--- src/rtl/vga_timing_pkg.sv ---
// Shared timing types and the 640x480@60 default mode for the VGA timing engine.
package vga_timing_pkg;

  typedef struct packed {
    logic [15:0] active;
    logic [15:0] fp;
    logic [15:0] sync;
    logic [15:0] bp;
  } vga_timing_t;

  localparam vga_timing_t VGA_640_H = '{active: 16'd640, fp: 16'd16, sync: 16'd96, bp: 16'd48};
  localparam vga_timing_t VGA_480_V = '{active: 16'd480, fp: 16'd10, sync: 16'd2,  bp: 16'd33};

  localparam int DEF_CW      = 10;
  localparam int DEF_CLK_DIV = 2;
  localparam int DEF_FRAME_W = 8;

  function automatic int timing_total(vga_timing_t t);
    return int'(t.active) + int'(t.fp) + int'(t.sync) + int'(t.bp);
  endfunction

endpackage

--- src/rtl/pixel_div.sv ---
// Pixel-rate divider: tick is high for one clk every CLK_DIV enabled clks.
module pixel_div #(
  parameter int CLK_DIV = 2
) (
  input  logic clk,
  input  logic rst,
  input  logic en,
  output logic tick
);
  localparam int            DW   = (CLK_DIV > 1) ? $clog2(CLK_DIV) : 1;
  localparam logic [DW-1:0] LAST = DW'(CLK_DIV - 1);

  logic [DW-1:0] cnt;

  always_ff @(posedge clk) begin
    if (rst) begin
      cnt <= '0;
    end else if (en) begin
      cnt <= (cnt == LAST) ? '0 : cnt + 1'b1;
    end
  end

  // Internal only; the engine registers it before it leaves the block.
  assign tick = en && (cnt == LAST);
endmodule

--- src/rtl/vga_timing_engine.sv ---
// VGA raster timing: pixel/line counters, sync/blank decode and frame strobes.
module vga_timing_engine
  import vga_timing_pkg::*;
#(
  parameter int H_ACTIVE = int'(VGA_640_H.active),
  parameter int H_FP     = int'(VGA_640_H.fp),
  parameter int H_SYNC   = int'(VGA_640_H.sync),
  parameter int H_BP     = int'(VGA_640_H.bp),
  parameter int V_ACTIVE = int'(VGA_480_V.active),
  parameter int V_FP     = int'(VGA_480_V.fp),
  parameter int V_SYNC   = int'(VGA_480_V.sync),
  parameter int V_BP     = int'(VGA_480_V.bp),
  parameter int CW       = DEF_CW,
  parameter int CLK_DIV  = DEF_CLK_DIV,
  parameter bit HS_POL   = 1'b0,
  parameter bit VS_POL   = 1'b0,
  parameter int FRAME_W  = DEF_FRAME_W
) (
  input  logic               clk,
  input  logic               rst,
  input  logic               en,
  input  logic               stop,
  output logic               pix_tick,
  output logic               hsync,
  output logic               vsync,
  output logic               de,
  output logic               blank_n,
  output logic               sync_n,
  output logic [CW-1:0]      x,
  output logic [CW-1:0]      y,
  output logic               sof,
  output logic               eol,
  output logic [FRAME_W-1:0] frame_cnt
);
  localparam vga_timing_t H_CFG = '{16'(H_ACTIVE), 16'(H_FP), 16'(H_SYNC), 16'(H_BP)};
  localparam vga_timing_t V_CFG = '{16'(V_ACTIVE), 16'(V_FP), 16'(V_SYNC), 16'(V_BP)};
  localparam int H_TOTAL = timing_total(H_CFG);
  localparam int V_TOTAL = timing_total(V_CFG);

  if (CLK_DIV < 1 ||
      longint'(H_TOTAL - 1) > (longint'(1) << CW) - 1 ||
      longint'(V_TOTAL - 1) > (longint'(1) << CW) - 1) begin : g_cfg_err
    $error("vga_timing_engine: CLK_DIV < 1 or raster does not fit in CW bits");
  end

  localparam logic [CW-1:0] H_LAST = CW'(H_TOTAL - 1);
  localparam logic [CW-1:0] V_LAST = CW'(V_TOTAL - 1);
  localparam logic [CW-1:0] H_EOL  = CW'(H_ACTIVE - 1);
  // Window bounds can reach 2^CW, so they carry one extra bit.
  localparam logic [CW:0] H_ACT_END = (CW+1)'(H_ACTIVE);
  localparam logic [CW:0] H_SYN_BEG = (CW+1)'(H_ACTIVE + H_FP);
  localparam logic [CW:0] H_SYN_END = (CW+1)'(H_ACTIVE + H_FP + H_SYNC);
  localparam logic [CW:0] V_ACT_END = (CW+1)'(V_ACTIVE);
  localparam logic [CW:0] V_SYN_BEG = (CW+1)'(V_ACTIVE + V_FP);
  localparam logic [CW:0] V_SYN_END = (CW+1)'(V_ACTIVE + V_FP + V_SYNC);

  logic          tick;
  logic [CW-1:0] hc;
  logic [CW-1:0] vc;
  logic          h_end, v_end;
  logic          active, hs_win, vs_win, at_org, at_eol;
  logic          at_org_q, at_eol_q;

  pixel_div #(.CLK_DIV(CLK_DIV)) u_pixel_div (
    .clk  (clk),
    .rst  (rst),
    .en   (en),
    .tick (tick)
  );

  assign h_end = (hc == H_LAST);
  assign v_end = (vc == V_LAST);

  always_ff @(posedge clk) begin
    if (rst) begin
      hc        <= '0;
      vc        <= '0;
      frame_cnt <= '0;
    end else if (tick) begin
      hc <= h_end ? '0 : hc + 1'b1;
      if (h_end) begin
        vc <= v_end ? '0 : vc + 1'b1;
        if (v_end && !stop) frame_cnt <= frame_cnt + 1'b1;
      end
    end
  end

  always_comb begin
    active = ({1'b0, hc} < H_ACT_END) && ({1'b0, vc} < V_ACT_END);
    hs_win = ({1'b0, hc} >= H_SYN_BEG) && ({1'b0, hc} < H_SYN_END);
    vs_win = ({1'b0, vc} >= V_SYN_BEG) && ({1'b0, vc} < V_SYN_END);
    at_org = (hc == '0) && (vc == '0);
    at_eol = (hc == H_EOL) && ({1'b0, vc} < V_ACT_END);
  end

  // at_*_q remember the previous registered position so sof/eol fire only on
  // entry, even when CLK_DIV>1 or en=0 holds the position for several clks.
  always_ff @(posedge clk) begin
    if (rst) begin
      pix_tick <= 1'b0;
      hsync    <= ~HS_POL;
      vsync    <= ~VS_POL;
      de       <= 1'b0;
      blank_n  <= 1'b0;
      x        <= '0;
      y        <= '0;
      sof      <= 1'b0;
      eol      <= 1'b0;
      at_org_q <= 1'b0;
      at_eol_q <= 1'b0;
    end else begin
      pix_tick <= tick;
      hsync    <= hs_win ? HS_POL : ~HS_POL;
      vsync    <= vs_win ? VS_POL : ~VS_POL;
      de       <= active;
      blank_n  <= active;
      x        <= hc;
      y        <= vc;
      sof      <= at_org && !at_org_q;
      eol      <= at_eol && !at_eol_q;
      at_org_q <= at_org;
      at_eol_q <= at_eol;
    end
  end

  assign sync_n = 1'b1;
endmodule

--- config.mk ---
export PLATFORM = sky130hd
export DESIGN_NAME = vga_timing_engine
export DESIGN_NICKNAME = d
export VERILOG_FILES = /design/src/rtl/vga_timing_pkg.sv /design/src/rtl/pixel_div.sv /design/src/rtl/vga_timing_engine.sv
export SDC_FILE = /design/constraint.sdc
export NUM_CORES = 1
export LEC_CHECK = 0
export ABC_AREA = 1
export BUFFER_PORTS_ARGS = -buffer_cell sky130_fd_sc_hd__buf_2
export CAP_MARGIN = 20
export CORE_ASPECT_RATIO = 2
export CORE_MARGIN = 3
export CORE_UTILIZATION = 55
export CTS_CLUSTER_SIZE = 10
export DETAILED_ROUTE_END_ITERATION = 8
export GPL_TIMING_DRIVEN = 0
export PLACE_DENSITY = 0.78
export SYNTH_ARGS = -nofsm -noshare
export SYNTH_HDL_FRONTEND = slang
export SYNTH_SLANG_ARGS = --single-unit
--- constraint.sdc ---
create_clock -name clk -period 1.9 [get_ports clk]
set_input_delay 0.38 -clock clk [delete_from_list [all_inputs] [get_ports clk]]
set_output_delay 0.38 -clock clk [all_outputs]
set_load 0.01 [all_outputs]
==> impl_metrics.py <==
metrics = {
    "status": {
        "outcome": "complete, no violations",
    },
    "worst_hold_path": {
        "min_from": "en",
        "worst_hold_path.endpoint": "u_pixel_div.cnt",
        "min_path_type": "input pin to flip-flop",
        "hold_path_depth": 3,
    },
    "drt": {
        "drt_iter0_drc": 78,
        "drt_wl_total_microns": 5550,
        "vias_per_cell": 5.28,
        "wl_per_cell_microns": 13.0,
        "detail_route.first_pass.iterations": 5,
        "num_vias": 2250,
        "drc": 0,
        "ant_nets": 0,
    },
    "logic_synthesis": {
        "synth_cells": 319,
        "post_synth.cell_area_avg_sq_um": 7.49,
        "yosysWarnings": 0,
        "synth_fp_nets": 329,
        "ys_async_sr_fraction_pct": 0,
        "yosys.cell_types.count": 29,
        "synth_edf_count": 0,
        "synth_most_common_cell": "nand2_1",
        "ys_seq_area_share_pct": 47.7,
        "synthFlopType": "dfxtp_1",
        "netlist_area_sq_um": 2390,
        "ys_ff_latch": 57,
        "synth_area_leaders": "dfxtp_1 (48%), nand2_1 (10%), nor2_1 (9.6%)",
        "synth_common_cells": "nand2_1 (65), nor2_1 (61), dfxtp_1 (57)",
        "synth_area_leader_cell": "dfxtp_1",
        "synth_top_area_share_pct": 47.7,
    },
    "sta": {
        "setup_violations": 0,
        "hold_violations": 0,
        "fin_crit_sh_pct": 87.5,
        "finalMaxSlewViolations": 0,
        "setup_ws_ps": 238,
        "finalClockSkew_ps": 4.55,
        "max_freq_ghz": 0.602,
        "rsz0062_at_grt": "no",
        "fin_tns_setup_ps": 0,
        "period_needed_ps": 1660,
    },
    "clocking": {
        "cts_num_sinks": 57,
        "numCtsBuffers": 9,
        "clock-root-buffer": "clkbuf_8",
        "cts_tree": "done",
        "ctsHtreeMaxLevel": 3,
        "cts_max_path_buffers": 2,
        "cts_hold_buf": 0,
        "clkTransAtPathRegs_ps": 60,
        "clkLatencyLatePin_ps": 340,
    },
    "layout": {
        "layout-drive-gt1-share_pct": 19.3,
        "post-route-util_pct": 69.3,
        "final_nets": 379,
        "antenna_cells": 0,
        "n_fill_cell": 382,
        "multi_input_area_sq_um": 1070,
        "seqCellArea_sq_um": 1140,
        "area_growth_syn_to_layout_pct": 19.8,
    },
    "setup_path": {
        "arrival_ps": 1890,
        "crit_family": "simple AND/OR/NAND/NOR gates",
        "critPathBufInv": 1,
        "critical_path_required_ps": 2130,
        "r2r-end": "vc[2]",
        "critPathLaunchType": "flip-flop",
        "rrSetupSlack_ps": 240,
        "r2r-start": "hc[1]",
        "max_stage_delay_ps": 370,
        "crit_top_cell": "nand2_1",
        "path_max_fanout": 6,
        "cp_slowest_cell": "dfxtp_1",
        "cp-end-kind": "flip-flop",
        "path_cells": "ha_1, inv_1, nor2_2, nand4_1, nand2_1, nand2_1, nand2_1, nor2_1",
        "crit_type": "flip-flop to flip-flop",
        "rr_worst_depth": 8,
    },
    "power_and_ir_drop": {
        "peakVddDrop_uv": 799,
        "power.density_nw_per_um2": 852,
        "p_leak_nw": 1.28,
    },
    "floorplanning": {
        "die_width_microns": 52.6,
        "ios": 40,
        "coreArea_sq_um": 4130,
        "fp.dieArea_sq_um": 5220,
        "initial_core_util_pct": 57.9,
        "rows": 33,
        "dieHeight_microns": 99.2,
    },
    "global_route": {
        "grt_max_degree": 11,
        "grt_pass1_wl_microns": 8980,
        "antenna_found_initial": 0,
        "grt_overflow": 0,
        "track_usage_pct": 23.3,
        "grt_pass1_vias": 2127,
    },
    "placed_design": {
        "post-place-ws_ps": 196,
        "post-dp-hpwl_microns": 4100,
        "routabilityCongestion": 0.969,
        "port_buffers": 37,
    },
    "run": {
        "maxCapViolations": 0,
    },
}
[cells by family after synthesis]
group	synth area share (%)
AO/OA/AOI/OAI	6.07
flip-flops	47.7
buffers and inverters	7.64
adder cells (fa/ha/maj)	3.14
AND/OR/NAND/NOR	33.4
XOR/XNOR	1.83
other	0.157
[tightest hold or removal path: stages]
cell and delay (ps):
buf_2 100, nor2_1 40, nor2_1 80
[timing repair]
item                                    in CTS  in global routing
gates resized for setup                      0                  0
endpoints found under the setup margin       0                  2
buffers inserted                             0                  2
[registers in the layout, summed over array words and instances, names as in the netlist]
signal	cells
at_eol_q	1
at_org_q	1
blank_n	1
eol	1
frame_cnt	8
hc	10
hsync	1
pix_tick	1
sof	1
u_pixel_div.cnt	1
vc	10
vsync	1
x	10
y	10
[placed cells by master, fill, tap and decap left out, types with 6 or more instances in the layout]
master and instances:
dfxtp_1 57, nand4_1 10, a21oi_1 15, nor2_1 61, buf_2 39, nand3_1 20
inv_1 28, nand2_1 65, ha_1 6, o21ai_0 11, clkbuf_8 12, nor3_1 8
[worst max-delay path by stage]
stage | cells past startpoint | from | endpoint | slack [ps]
2_1_floorplan | 9 | vc[0] | frame_cnt[0] | 500
3_3_place_gp | 6 | rst | vc[5] | 200
3_5_place_dp | 6 | rst | vc[5] | 200
4_1_cts | 9 | vc[0] | frame_cnt[6] | 220
5_1_grt | 9 | vc[0] | frame_cnt[4] | 80
6_report | 8 | hc[1] | vc[2] | 240
[per-stage QoR]
stage          power (W)  hold WS (ps)  instances  instance area, sq um
2_1_floorplan    0.00128           368        319                  2390
3_3_place_gp     0.00130           372        408                  2640
3_5_place_dp     0.00130           384        408                  2640
4_1_cts          0.00245           289        424                  2850
5_1_grt          0.00253           305        426                  2860
6_report         0.00244           291        426                  2860
[final cells by class]
| class | instances | area share, % |
|---|---|---|
| Sequential cell | 57 | 39.9 |
| Buffer | 10 | 2.19 |
| Multi-Input combinational cell | 220 | 37.2 |
| Clock buffer | 14 | 6.03 |
| Inverter | 32 | 4.20 |
| Timing Repair Buffer | 39 | 6.99 |
| Clock inverter | 2 | 1.22 |
| Tap cell | 52 | 2.27 |
[per-layer routing]
metal | routed length, microns | global-route usage, % | share of wire (%)
met4 | 229 | 14.8 | 4.1
met3 | 221 | 7.50 | 4.0
met1 | 2030 | 20.4 | 36
met5 | 0 | 0 | 0
met2 | 3070 | 42.5 | 55
[where the power goes]
part	total [W]	internal (W)	switching [W]
registers	0.00121	0.00121	0.00000436
logic	0.0000678	0.0000210	0.0000468
clock network	0.00116	0.000711	0.000450
No activity file was read; power rests on OpenSTA's default activity.
